**src/rtl/wbuf_pkg.sv**
```systemverilog
// Shared types and default sizes for the posted write buffer.
package wbuf_pkg;

    localparam int unsigned WBUF_DEPTH  = 4;
    localparam int unsigned WBUF_ADDR_W = 28;
    localparam int unsigned WBUF_DATA_W = 128;

    typedef enum logic [1:0] {
        C_IDLE,
        C_WAIT,
        C_ACK
    } cstate_t;

    typedef enum logic [1:0] {
        M_IDLE,
        M_WRITE,
        M_READ
    } mstate_t;

endpackage

```
**src/rtl/mem_write_buffer_if.sv**
```systemverilog
// Cache-side and memory-side bus of the write buffer, plus its status flags.
// slave: the buffer's view; master: the cache/memory environment's view.
interface mem_write_buffer_if
    import wbuf_pkg::*;
#(
    parameter int unsigned ADDR_W = WBUF_ADDR_W,
    parameter int unsigned DATA_W = WBUF_DATA_W
);
    logic              c_read;
    logic              c_write;
    logic [ADDR_W-1:0] c_addr;
    logic [DATA_W-1:0] c_wdata;
    logic [DATA_W-1:0] c_rdata;
    logic              c_ready;
    logic              m_read;
    logic              m_write;
    logic [ADDR_W-1:0] m_addr;
    logic [DATA_W-1:0] m_wdata;
    logic [DATA_W-1:0] m_rdata;
    logic              m_ready;
    logic              wb_empty;
    logic              wb_full;

    modport slave (
        input  c_read, c_write, c_addr, c_wdata, m_rdata, m_ready,
        output c_rdata, c_ready, m_read, m_write, m_addr, m_wdata, wb_empty, wb_full
    );

    modport master (
        output c_read, c_write, c_addr, c_wdata, m_rdata, m_ready,
        input  c_rdata, c_ready, m_read, m_write, m_addr, m_wdata, wb_empty, wb_full
    );
endinterface

```
**src/rtl/wbuf_fifo.sv**
```systemverilog
// Entry storage for the write buffer: circular FIFO with per-entry valid,
// address match against the incoming cache address, and newest-match select.
// A cache write either coalesces into a matching entry or pushes at the tail.
// Optional read forwarding match is built only when WBUF_FWD_EN is defined.
module wbuf_fifo
    import wbuf_pkg::*;
#(
    parameter int unsigned DEPTH  = WBUF_DEPTH,
    parameter int unsigned ADDR_W = WBUF_ADDR_W,
    parameter int unsigned DATA_W = WBUF_DATA_W
) (
    input  logic              clk,
    input  logic              rst_n,
    input  logic              wr_en,
    input  logic [ADDR_W-1:0] addr,
    input  logic [DATA_W-1:0] wr_data,
    input  logic              head_busy,
    input  logic              pop,
`ifdef WBUF_FWD_EN
    output logic              fwd_hit,
    output logic [DATA_W-1:0] fwd_data,
`endif
    output logic [ADDR_W-1:0] head_addr,
    output logic [DATA_W-1:0] head_data,
    output logic              empty,
    output logic              full,
    output logic              more
);
    localparam int unsigned PTR_W = $clog2(DEPTH);
    localparam int unsigned CNT_W = PTR_W + 1;

    logic [ADDR_W-1:0] addr_q [DEPTH];
    logic [DATA_W-1:0] data_q [DEPTH];
    logic [DEPTH-1:0]  valid_q;
    logic [PTR_W-1:0]  head_q;
    logic [PTR_W-1:0]  tail_q;
    logic [CNT_W-1:0]  count_q;

    logic [PTR_W-1:0]  slot [DEPTH];
    logic              coal_hit;
    logic [PTR_W-1:0]  coal_idx;
    logic              push;

    // Slot indices in age order, oldest (head) first.
    always_comb begin
        for (int unsigned i = 0; i < DEPTH; i++) begin
            slot[i] = head_q + PTR_W'(i);
        end
    end

    // Coalesce target: newest valid match, never the head while it is in flight.
    always_comb begin
        coal_hit = 1'b0;
        coal_idx = '0;
        for (int unsigned i = 0; i < DEPTH; i++) begin
            if (valid_q[slot[i]] && (addr_q[slot[i]] == addr) && !((i == 0) && head_busy)) begin
                coal_hit = 1'b1;
                coal_idx = slot[i];
            end
        end
    end

`ifdef WBUF_FWD_EN
    // Forward source: newest valid match, head included.
    always_comb begin
        fwd_hit  = 1'b0;
        fwd_data = '0;
        for (int unsigned i = 0; i < DEPTH; i++) begin
            if (valid_q[slot[i]] && (addr_q[slot[i]] == addr)) begin
                fwd_hit  = 1'b1;
                fwd_data = data_q[slot[i]];
            end
        end
    end
`endif

    assign push      = wr_en && !coal_hit;
    assign empty     = (count_q == '0);
    assign full      = (count_q == CNT_W'(DEPTH));
    assign more      = (count_q > CNT_W'(1)) || push;
    assign head_addr = addr_q[head_q];
    assign head_data = data_q[head_q];

    // Storage, pointers and occupancy; push and pop may share a cycle.
    always_ff @(posedge clk or negedge rst_n) begin
        if (!rst_n) begin
            for (int unsigned i = 0; i < DEPTH; i++) begin
                addr_q[i] <= '0;
                data_q[i] <= '0;
            end
            valid_q <= '0;
            head_q  <= '0;
            tail_q  <= '0;
            count_q <= '0;
        end else begin
            if (pop) begin
                valid_q[head_q] <= 1'b0;
                head_q          <= head_q + PTR_W'(1);
            end
            if (push) begin
                addr_q[tail_q]  <= addr;
                data_q[tail_q]  <= wr_data;
                valid_q[tail_q] <= 1'b1;
                tail_q          <= tail_q + PTR_W'(1);
            end
            if (wr_en && coal_hit) begin
                data_q[coal_idx] <= wr_data;
            end
            unique case ({push, pop})
                2'b10:   count_q <= count_q + CNT_W'(1);
                2'b01:   count_q <= count_q - CNT_W'(1);
                default: count_q <= count_q;
            endcase
        end
    end
endmodule

```
**src/rtl/mem_write_buffer.sv**
```systemverilog
// Posted write buffer between a write-through L1 cache and main memory.
// Cache FSM acks writes after one cycle; memory FSM drains entries in order
// and serves reads once the buffer is empty. Defining WBUF_FWD_EN lets a read
// that hits a buffered entry be answered from the buffer in one cycle.
module mem_write_buffer
    import wbuf_pkg::*;
#(
    parameter int unsigned DEPTH  = WBUF_DEPTH,
    parameter int unsigned ADDR_W = WBUF_ADDR_W,
    parameter int unsigned DATA_W = WBUF_DATA_W
) (
    input logic                clk,
    input logic                proc_reset_n,
    mem_write_buffer_if.slave  bus
);
    cstate_t           cstate, c_next;
    mstate_t           mstate, m_next;
    logic              wr_en, pop, rd_req, rd_done, head_busy;
    logic              empty, full, more;
    logic [ADDR_W-1:0] head_addr;
    logic [DATA_W-1:0] head_data;
    logic [DATA_W-1:0] c_rdata_q;
`ifdef WBUF_FWD_EN
    logic              fwd_hit, fwd_take;
    logic [DATA_W-1:0] fwd_data;
`endif

    assign head_busy = (mstate == M_WRITE);
    assign rd_req    = (cstate == C_WAIT) && empty && (mstate == M_IDLE);
    assign rd_done   = (cstate == C_WAIT) && (mstate == M_READ) && bus.m_ready;

    wbuf_fifo #(
        .DEPTH  (DEPTH),
        .ADDR_W (ADDR_W),
        .DATA_W (DATA_W)
    ) u_fifo (
        .clk       (clk),
        .rst_n     (proc_reset_n),
        .wr_en     (wr_en),
        .addr      (bus.c_addr),
        .wr_data   (bus.c_wdata),
        .head_busy (head_busy),
        .pop       (pop),
`ifdef WBUF_FWD_EN
        .fwd_hit   (fwd_hit),
        .fwd_data  (fwd_data),
`endif
        .head_addr (head_addr),
        .head_data (head_data),
        .empty     (empty),
        .full      (full),
        .more      (more)
    );

    // State registers for both FSMs.
    always_ff @(posedge clk or negedge proc_reset_n) begin
        if (!proc_reset_n) begin
            cstate <= C_IDLE;
            mstate <= M_IDLE;
        end else begin
            cstate <= c_next;
            mstate <= m_next;
        end
    end

    // Cache FSM next state; a write takes priority over a simultaneous read.
    always_comb begin
        c_next = cstate;
        wr_en  = 1'b0;
`ifdef WBUF_FWD_EN
        fwd_take = 1'b0;
`endif
        unique case (cstate)
            C_IDLE: begin
                if (bus.c_write) begin
                    if (!full) begin
                        wr_en  = 1'b1;
                        c_next = C_ACK;
                    end
                end else if (bus.c_read) begin
`ifdef WBUF_FWD_EN
                    if (fwd_hit) begin
                        fwd_take = 1'b1;
                        c_next   = C_ACK;
                    end else begin
                        c_next = C_WAIT;
                    end
`else
                    c_next = C_WAIT;
`endif
                end
            end
            C_WAIT:  if (rd_done) c_next = C_ACK;
            C_ACK:   c_next = C_IDLE;
            default: c_next = C_IDLE;
        endcase
    end

    // Memory FSM next state; a drain always runs to completion before a read.
    always_comb begin
        m_next = mstate;
        pop    = 1'b0;
        unique case (mstate)
            M_IDLE: begin
                if (!empty)      m_next = M_WRITE;
                else if (rd_req) m_next = M_READ;
            end
            M_WRITE: begin
                if (bus.m_ready) begin
                    pop    = 1'b1;
                    m_next = more ? M_WRITE : M_IDLE;
                end
            end
            M_READ:  if (bus.m_ready) m_next = M_IDLE;
            default: m_next = M_IDLE;
        endcase
    end

    // Read data captured from memory (or the buffer) for the ack cycle.
    always_ff @(posedge clk or negedge proc_reset_n) begin
        if (!proc_reset_n) begin
            c_rdata_q <= '0;
        end else if (rd_done) begin
            c_rdata_q <= bus.m_rdata;
`ifdef WBUF_FWD_EN
        end else if (fwd_take) begin
            c_rdata_q <= fwd_data;
`endif
        end
    end

    // Bus outputs decoded from state; memory address/data are zero when idle.
    always_comb begin
        bus.c_ready  = (cstate == C_ACK);
        bus.c_rdata  = c_rdata_q;
        bus.m_write  = (mstate == M_WRITE);
        bus.m_read   = (mstate == M_READ);
        bus.m_addr   = '0;
        bus.m_wdata  = '0;
        bus.wb_empty = empty;
        bus.wb_full  = full;
        if (mstate == M_WRITE) begin
            bus.m_addr  = head_addr;
            bus.m_wdata = head_data;
        end else if (mstate == M_READ) begin
            bus.m_addr = bus.c_addr;
        end
    end
endmodule

```
**src/flat_wrapper.sv**
```systemverilog
// flat-port wrapper written by rule: the top's interface ports become plain ports
module mem_write_buffer_flat import wbuf_pkg::*;
#(
    parameter int unsigned DEPTH  = WBUF_DEPTH,
    parameter int unsigned ADDR_W = WBUF_ADDR_W,
    parameter int unsigned DATA_W = WBUF_DATA_W
)
  (clk, proc_reset_n, bus_c_read, bus_c_write, bus_c_addr, bus_c_wdata, bus_m_rdata, bus_m_ready, bus_c_rdata, bus_c_ready, bus_m_read, bus_m_write, bus_m_addr, bus_m_wdata, bus_wb_empty, bus_wb_full);
  mem_write_buffer_if #(.ADDR_W(ADDR_W), .DATA_W(DATA_W)) bus_i ();
  input logic clk;
  input logic proc_reset_n;
  input wire logic [$bits(bus_i.c_read)-1:0] bus_c_read;
  input wire logic [$bits(bus_i.c_write)-1:0] bus_c_write;
  input wire logic [$bits(bus_i.c_addr)-1:0] bus_c_addr;
  input wire logic [$bits(bus_i.c_wdata)-1:0] bus_c_wdata;
  input wire logic [$bits(bus_i.m_rdata)-1:0] bus_m_rdata;
  input wire logic [$bits(bus_i.m_ready)-1:0] bus_m_ready;
  output wire logic [$bits(bus_i.c_rdata)-1:0] bus_c_rdata;
  output wire logic [$bits(bus_i.c_ready)-1:0] bus_c_ready;
  output wire logic [$bits(bus_i.m_read)-1:0] bus_m_read;
  output wire logic [$bits(bus_i.m_write)-1:0] bus_m_write;
  output wire logic [$bits(bus_i.m_addr)-1:0] bus_m_addr;
  output wire logic [$bits(bus_i.m_wdata)-1:0] bus_m_wdata;
  output wire logic [$bits(bus_i.wb_empty)-1:0] bus_wb_empty;
  output wire logic [$bits(bus_i.wb_full)-1:0] bus_wb_full;
  assign bus_i.c_read = bus_c_read;
  assign bus_i.c_write = bus_c_write;
  assign bus_i.c_addr = bus_c_addr;
  assign bus_i.c_wdata = bus_c_wdata;
  assign bus_i.m_rdata = bus_m_rdata;
  assign bus_i.m_ready = bus_m_ready;
  assign bus_c_rdata = bus_i.c_rdata;
  assign bus_c_ready = bus_i.c_ready;
  assign bus_m_read = bus_i.m_read;
  assign bus_m_write = bus_i.m_write;
  assign bus_m_addr = bus_i.m_addr;
  assign bus_m_wdata = bus_i.m_wdata;
  assign bus_wb_empty = bus_i.wb_empty;
  assign bus_wb_full = bus_i.wb_full;
  mem_write_buffer #(.DEPTH(DEPTH), .ADDR_W(ADDR_W), .DATA_W(DATA_W)) u_core (.clk(clk), .proc_reset_n(proc_reset_n), .bus(bus_i));
endmodule
```
**config.mk**
```make
export PLATFORM = sky130hd
export DESIGN_NAME = mem_write_buffer_flat
export DESIGN_NICKNAME = d
export VERILOG_FILES = /design/src/rtl/wbuf_pkg.sv /design/src/rtl/mem_write_buffer_if.sv /design/src/rtl/wbuf_fifo.sv /design/src/rtl/mem_write_buffer.sv /design/src/flat_wrapper.sv
export SDC_FILE = /design/constraint.sdc
export NUM_CORES = 1
export LEC_CHECK = 0
export CELL_PAD_IN_SITES_DETAIL_PLACEMENT = 1
export CELL_PAD_IN_SITES_GLOBAL_PLACEMENT = 2
export CORE_MARGIN = 2
export CORE_UTILIZATION = 40
export DETAILED_ROUTE_END_ITERATION = 10
export PLACE_DENSITY = 0.81
export SETUP_SLACK_MARGIN = 0.4
export SYNTH_ARGS = -nofsm -noshare
export SYNTH_HDL_FRONTEND = slang
export SYNTH_HIERARCHICAL = 1
export SYNTH_SLANG_ARGS = --single-unit
```
**constraint.sdc**
```tcl
create_clock -name clk -period 9.45 [get_ports clk]
set_input_delay 1.89 -clock clk [delete_from_list [all_inputs] [get_ports clk]]
set_output_delay 1.89 -clock clk [all_outputs]
set_load 0.01 [all_outputs]
```
# Word level (Yosys, flattened, before mapping)
# Index checks and enable logic that the tools add are counted.
[totals] regBits=767 inputBits=289 out_inout_bits=289
[classes] add_sub_neg=6 order_cmp=16 eq_ne=17 mux=68 bitwise_logic=9 n_reduce_logical=24
[op_table] op="$bwmux W512" count=2
[op_table] op="$mux W512" count=2
[op_table] op="$mux W128" count=5
[op_table] op="$demux W128 S2" count=2
[op_table] op="$mux W28" count=11
[op_table] op="$bmux W128 S2" count=1
[op_table] op="$bmux W28 S2" count=4
[op_table] op="$bwmux W112" count=1
[op_table] op="$eq A28 B28 Y1" count=4
[op_table] op="$demux W28 S2" count=1
[op_table] op="$mux W2" count=12
[op_table] op="$ge A3 B3 Y1 const B" count=6
[op_table] op="$not A2 Y3" count=6
[op_table] op="$mux W1" count=16
[op_table] op="$logic_and A1 B1 Y1" count=15
[op_table] op="$lt A2 B3 Y1 const B" count=5
[op_table] op="$bmux W1 S2" count=4
[op_table] op="$mux W4" count=2
[op_table] op="$eq A2 B1 Y1 const B" count=3
[op_table] op="$eq A2 B2 Y1 const B" count=3
[op_table] op="$lt A3 B1 Y1 const B" count=2
[op_table] op="$ne A3 B3 Y1 const B" count=2
[op_table] op="$pmux W2 S3" count=1
[op_table] op="$pmux W3 S2" count=1
[op_table] op="other kinds (21)" count=29

# Logic depth before layout (Yosys ltp)
# Gate-level depths: netlist of run 1.
[depth] word_depth=18 depth_mapped=23 ltp_nobuf=13

# Modules after synthesis
# Netlist of run 1, hierarchy kept.
[modules_own_cells] module="wbuf_fifo" n_inst=1 cells_per_inst=2117 area_each_um2=31995.7
[modules_own_cells] module="mem_write_buffer" n_inst=1 cells_per_inst=472 area_each_um2=6324.8

# Least setup slack after synthesis of run 1
# OpenSTA, ideal clock, no wires.
[synth_timing] path_type="reg-to-output" startpoint="reg u_core.u_fifo.head_q[0]" endpoint="out bus_m_wdata[119]" t_arrival_ps=3103 required_time_ps=7560 path_slack_ps=4457 path_stages_with_launch=11 path_cell_list="dfrtp_1 -> buf_4 -> buf_6 -> buf_6 -> buf_6 -> buf_2 -> buf_2 -> buf_1 -> buf_1 -> mux4_2 -> and2_1"
[synth_via] elab_chain_cells=5
[synth_lines] element="start, declared" line_no="wbuf_fifo.sv:35" source="logic [PTR_W-1:0] head_q;"
[synth_lines] element="start signal, assigned" line_no="wbuf_fifo.sv:98" source="head_q <= head_q + PTR_W'(1);"
[synth_lines] element="$not A2 Y3 (not written as such)" line_no="wbuf_fifo.sv:82" source="assign head_data = data_q[head_q];"
[synth_lines] element="$bmux W128 S2" line_no="wbuf_fifo.sv:82"
[synth_lines] element="$mux W128 (not written as such) (2 in a row)" line_no="wbuf_fifo.sv:82"
[synth_lines] element="via u_core.head_data[119]" line_no="mem_write_buffer.sv:21" source="logic [DATA_W-1:0] head_data;"
[synth_lines] element="$mux W128" line_no="mem_write_buffer.sv:142" source="if (mstate == M_WRITE) begin"
[synth_lines] element="end, declared" line_no="flat_wrapper.sv:23" source="output wire logic [$bits(bus_i.m_wdata)-1:0] bus_m_wdata;"
# The timed path passes the listed nets, and every way through them passes these cells. The select of a mux whose other input is x is not followed.

==> flow_summary.yaml, run 1 <==
outcome:
  outcome: "finished clean"
route:
  vias_per_cell: 5.50
  via_count: 24400
  postRouteAntennaNets: 0
  first_pass_iters: 5
  routedWlPerCell_um: 25.8
  drc: 0
  drt-initial-drc-count: 1223
  wirelength_mm: 115
sta:
  fmax_ghz: 0.132
  slew_viol_final: 0
  period_share_pct: 80.4
  hold_violations: 0
  fin_crit_ps: 7590
  fin_skew_ps: 38.8
  whs_ps: 484
  rsz0062_at_grt: "no"
  setup-tns-final_ps: 0
  relSlewSlack_pct: 13.7
  worstMarginPinSlew_ps: 1280
  setup_viol: 0
logic_synthesis:
  synth-seq-cells: 767
  netlist_area_mm2: 0.0383
  synth.distinct_cells: 72
  async_flop_share_pct: 100
  syn_area_per_cell_um2: 14.8
  syn_inst: 2589
  synth-edff-count: 0
  syn-num-nets: 2891
  yosysWarnings: 6
  synth_flop_cell: "dfrtp_1"
  yosysSeqAreaShare_pct: 50.1
die:
  die_area_mm2: 0.0983
  core_area_mm2: 0.0950
  start_util_pct: 40.3
  fp.dieW_um: 314
  fp-row-count: 113
  pin_count: 578
  die_y_um: 314
hold_path:
  hold_path_class: "reg -> reg"
  min-delay-start: "u_core/u_fifo/data_q[113]"
  min_path_cells: 1
  hold_end: "u_core/u_fifo/data_q[113]"
job:
  max-cap-violations: 0
placed_design:
  io_buffers: 577
  gp_congestion: 0.904
  dp_cells: 4264
  hpwl_mm: 76.4
clocking:
  clk_latency_ps: 680
  max-clock-path-buffers: 3
  htreeDepth: 3
  post_cts_resize_count: 0
  ctsHoldBuffers: 0
  cts_setup_buffers: 0
  ctsRootBufferMaster: "clkbuf_16"
  clk_pin_slew_ps: 60
  cts_tree: "done"
  numCtsBuffers: 90
  cts_sinks: 767
power:
  p_int_mw: 11.9
  switchingPower_mw: 6.59
  seqPwrFrac_pct: 31.2
  power_mw: 18.5
  p_per_area_mw_per_mm2: 387
  ir_worst_vdd_v: 0.000246
  comb_power_share_pct: 49.4
  leakage_nw: 19.8
  power.clock.fraction_pct: 19.3
  swShare_pct: 35.7
critical_path:
  crit_top_cell: "buf_4"
  cp-start-kind: "flip-flop"
  path_buf_inv: 4
  cp_top_family: "simple AND/OR/NAND/NOR gates"
  startpoint: "u_core/u_fifo/head_q[0]"
  cp.arrival_ps: 8140
  required_ps: 9990
  r2r_start: "u_core/u_fifo/head_q[0]"
  timing.rr.end: "u_core/u_fifo/data_q[102]"
  crit_path_max_fanout: 52
  ff2ff_path_depth: 15
  crit_path_cell_trace: "inv_1 > buf_4 > ha_4 > mux4_2 > xnor2_1 > nand4_1 > nor4_1 > nand3_1 > nor2_2 > mux2i_1 > a311oi_4 > o21ai_4 > buf_4 > buf_4 > mux2_2"
  slowest_delay_ps: 990
  worstSetupPathType: "reg -> reg"
  crit_slowest_cell: "nor4_1"
  rrSetupSlack_ps: 1860
  cp-end-kind: "flip-flop"
global_route:
  grt-ovfl-total: 0
  antenna_found_initial: 24
  grt_max_degree: 183
  grt_pass1_wl_mm: 176
  grt_usage_pct: 23.3
  grt_pass1_vias: 27700
layout:
  drive_above_1_share_pct: 32.9
  fin_nets: 3393
  syn2layout_area_growth_pct: 24.5
  fillCellCount: 9295
  final_cell_mix: "dfrtp_1, mux2_2, clkdlybuf4s50_1"
  layout_commonest_cell: "dfrtp_1"
  finalNonFillerCells: 4439
[per-stage QoR]
step / util [%] / cell area, um^2 / setup slack [ps]
floorplan: - / 38300 / 4460
global placement: 47.0 / 44600 / 2080
detailed placement: 47.0 / 44600 / 1920
CTS: 50.2 / 47700 / 1860
global route: 50.2 / 47700 / 1420
finish: 50.2 / 47700 / 1860
[how the worst max path moves through the flow]
stage,end,slack [ps],cells after the start
CTS,u_core/u_fifo/data_q[102],1860,17
detailed placement,u_core/u_fifo/data_q[97],1920,17
finish,u_core/u_fifo/data_q[102],1860,15
floorplan,bus_m_wdata[119],4460,10
global placement,u_core/u_fifo/data_q[92],2080,17
global route,u_core/u_fifo/data_q[102],1420,17
[cell type report]
type	instances	area, um^2	share of cell area, %
inverters	27	101	0.212
multi-input cells	1590	17600	36.8
well taps	1265	1580	3.32
clock buffers	133	2670	5.59
clock inverters	33	410	0.860
diodes	9	22.5	0.0472
flip-flops and latches	767	19200	40.2
repair buffers	615	6150	12.9
[power by group through the flow]
stage | combinational (mW) | sequential (mW) | clock, mW
CTS | 9.23 | 5.77 | 3.68
finish | 9.13 | 5.77 | 3.57
detailed placement | 9.15 | 5.80 | 0
global placement | 8.99 | 5.62 | 0
global route | 9.72 | 5.97 | 3.82
floorplan | 5.94 | 5.33 | 0
[kinds of logic after synthesis]
logic type,synth area share (%)
xor+xnor,2.19
compound gates,3.35
buf+inv,4.19
fa+ha+maj,0.424
simple gates,4.20
mux,35.6
flops,50.1
[per-layer routing]
metal / vias to the layer above / share of wire [%] / GRT usage [%]
li1: 10600 / - / -
met1: 13000 / 40 / 28.1
met2: 646 / 50 / 40.3
met3: 206 / 6.4 / 6.02
met4: 28 / 3.2 / 8.11
met5: - / 0.15 / 0
[sequential cells by signal, summed over array words and instances, names as in the netlist]
signal and cells:
u_core/u_fifo/tail_q 2, u_core/cstate 2, u_core/u_fifo/head_q 2, u_core/mstate 2, u_core/u_fifo/addr_q 112, u_core/bus.c_rdata 128
u_core/u_fifo/valid_q 4, u_core/u_fifo/count_q 3, u_core/u_fifo/data_q 512
[cell usage after synthesis (3+ instances only)]
cell type	number	area share (%)
o32a_1	3	0.078
buf_2	41	0.54
xor2_1	20	0.46
dfrtp_1	767	50
nor3_1	8	0.10
ha_1	13	0.42
nor4_1	6	0.098
mux2_4	10	0.39
and2_1	134	2.2
a22oi_1	4	0.078
mux2_1	92	2.7
nand2b_1	4	0.065
a22o_1	32	0.73
nand4_1	13	0.21
or2_2	5	0.082
mux4_2	199	12
buf_1	19	0.19
clkbuf_2	12	0.16
mux2_2	627	18
a211oi_1	11	0.22
o221ai_1	4	0.091
inv_1	27	0.26
nand3_1	14	0.18
o2bb2ai_1	3	0.069
nor2b_1	6	0.098
o2111ai_1	3	0.069
buf_12	11	0.57
a2111oi_0	4	0.091
clkbuf_1	47	0.46
nand2_1	66	0.65
nor2_1	18	0.18
o21ai_0	44	0.57
a21oi_1	14	0.18
a221oi_1	3	0.069
xnor2_1	76	1.7
o22ai_1	15	0.24
o32ai_1	9	0.21
mux2i_1	90	2.4
buf_6	53	1.6
buf_4	21	0.41
Note: power is estimated with default switching activity, not from simulation.
==> inputs of run 2 (changes only) <==
Settings changed: CORE_UTILIZATION 40 to 35, PLACE_DENSITY 0.81 to 0.75.
Clock period 9.45 ns to 6.1 ns, I/O delays scaled along.
==> flow_summary.yaml, run 2 (synthesis results as in run 1) <==
layout:
  layout_commonest_cell: "dfrtp_1"
  fin_nets: 3418
  fillCellCount: 10800
  syn2layout_area_growth_pct: 26.1
  final_cell_mix: "dfrtp_1, mux2_2, clkdlybuf4s50_1"
  final_util_pct: 44.4
  top_register: "u_core/u_fifo/data_q"
  drive_above_1_share_pct: 33.4
  largest_reg_flops: 512
  finalNonFillerCells: 4609
clocking:
  ctsRootBufferMaster: "clkbuf_16"
  cts_sinks: 767
  numCtsBuffers: 88
  htreeDepth: 3
  clk_latency_ps: 670
  max-clock-path-buffers: 3
  clk_pin_slew_ps: 60
  cts_tree: "done"
  ctsHoldBuffers: 0
route:
  drt-initial-drc-count: 1116
  vias_per_cell: 5.28
  first_pass_iters: 5
  wirelength_mm: 116
  via_count: 24400
  routedWlPerCell_um: 25.1
  drc: 0
  postRouteAntennaNets: 0
sta:
  setup-tns-final_ps: 0
  fin_skew_ps: 33.8
  fmax_ghz: 0.187
  relSlewSlack_pct: 29.3
  slew_viol_final: 0
  hold_violations: 0
  worstMarginPinSlew_ps: 1060
  period_share_pct: 87.7
  fin_crit_ps: 5350
  postLayoutSetupSlackWorst_ps: 751
  rsz0062_at_grt: "no"
  setup_viol: 0
hold_path:
  min_path_cells: 1
  hold_end: "u_core/u_fifo/data_q[17]"
  hold_path_class: "reg -> reg"
  min-delay-start: "u_core/u_fifo/data_q[17]"
critical_path:
  ff2ff_path_depth: 16
  cp-start-kind: "flip-flop"
  cp.arrival_ps: 5880
  crit_path_max_fanout: 68
  timing.rr.end: "u_core/u_fifo/data_q[386]"
  rrSetupSlack_ps: 750
  cp-end-kind: "flip-flop"
  r2r_start: "u_core/u_fifo/head_q[0]"
  startpoint: "u_core/u_fifo/head_q[0]"
  worstSetupPathType: "reg -> reg"
  required_ps: 6630
outcome:
  outcome: "finished clean"
global_route:
  grt_usage_pct: 20.4
  grt_max_degree: 159
  grt_pass1_vias: 27300
  antenna_found_initial: 19
  grt_pass1_wl_mm: 176
  busiest_layer: "met2"
  grt_util_met3_pct: 3.61
  grt-ovfl-total: 0
  met1_usage_pct: 26.2
  use_met2_pct: 34.8
placed_design:
  hpwl_mm: 76.9
  dp_cells: 4439
  gp_congestion: 0.857
  io_buffers: 577
  dp_slack_ps: 513
job:
  max-cap-violations: 0
power:
  p_per_area_mw_per_mm2: 597
  power_mw: 28.8
  ir_worst_vdd_v: 0.000416
  leakage_nw: 20.0
die:
  die_area_mm2: 0.112
  die_y_um: 335
  pin_count: 578
  core_area_mm2: 0.109
  fp.dieW_um: 335
  fp-row-count: 121
  start_util_pct: 35.3
## run 2: changes by cell type in the layout (fill, tap and decap cells not counted), moves of 2 or more
cell        previous run  this run
clkbuf_16             92        89
clkinvlp_4             4         1
bufinv_16              6         9
buf_4                 31        40
clkinv_16              1         3
buf_12                 7        23
clkbuf_1              20        18
buf_6                  0         2
clkinv_2              17        15
## run 2: timing repair
action / 4_1_cts / 5_1_grt
resized for setup: 1 / 1
setup endpoints to repair: 67 / 185
gates cloned: 0 / 0
buffers inserted: 0 / 1
pin swaps: 0 / 1
## run 2: worst max-delay path, cell delays in order (launching register included)
cell and delay, ps:
dfrtp_4 540, inv_1 110, ha_4 540, buf_12 280, buf_4 210, mux4_2 530
xnor2_1 190, nand4_1 170, nor4_1 480, buf_4 230, inv_1 60, o22ai_1 160
nand4bb_1 340, or2_2 190, a21boi_4 250, buf_12 380, mux2_2 400
## run 2: area by class of cell
cell class	count	area (um^2)	area share [%]
multi-input cells	1590	17600	36.4
clock buffers	129	2600	5.38
repair buffers	642	6560	13.6
diodes	10	25.0	0.0518
flip-flops and latches	767	19200	39.7
inverters	27	101	0.210
well taps	1414	1770	3.66
clock inverters	30	483	1.00
## run 2: power by group
| part | internal (mW) | switching, mW | total (mW) |
|---|---|---|---|
| Sequential | 7.30 | 1.46 | 8.76 |
| Combinational | 7.96 | 6.53 | 14.5 |
| Clock | 3.35 | 2.21 | 5.56 |
| Total | 18.6 | 10.2 | 28.8 |
## run 2: worst max path at each step
stage	depth (start not counted)	to
2_1_floorplan	21	u_core/u_fifo/data_q[236]
3_3_place_gp	12	u_core/u_fifo/data_q[504]
3_5_place_dp	11	u_core/u_fifo/data_q[465]
4_1_cts	6	bus_m_wdata[77]
5_1_grt	16	u_core/u_fifo/data_q[501]
6_report	16	u_core/u_fifo/data_q[386]
## run 2: per-stage QoR
stage          area [um^2]  hold WS [ps]
5_1_grt              48300           499
3_5_place_dp         45200           474
2_1_floorplan        38300           453
4_1_cts              48300           487
3_3_place_gp         45200           462
6_report             48300           483
## run 2: routing by layer
| layer | wire (um) | part of all wire [%] |
|---|---|---|
| met2 | 58100 | 50 |
| met4 | 3010 | 2.6 |
| met5 | 95 | 0.082 |
| met3 | 5650 | 4.9 |
| met1 | 48800 | 42 |
==> inputs of run 3 (changes only) <==
Settings changed: ABC_CLOCK_PERIOD_IN_PS from default to 6100.
==> results of run 3 <==
No change in the layout: final DEF, timing and power equal those of run 2.
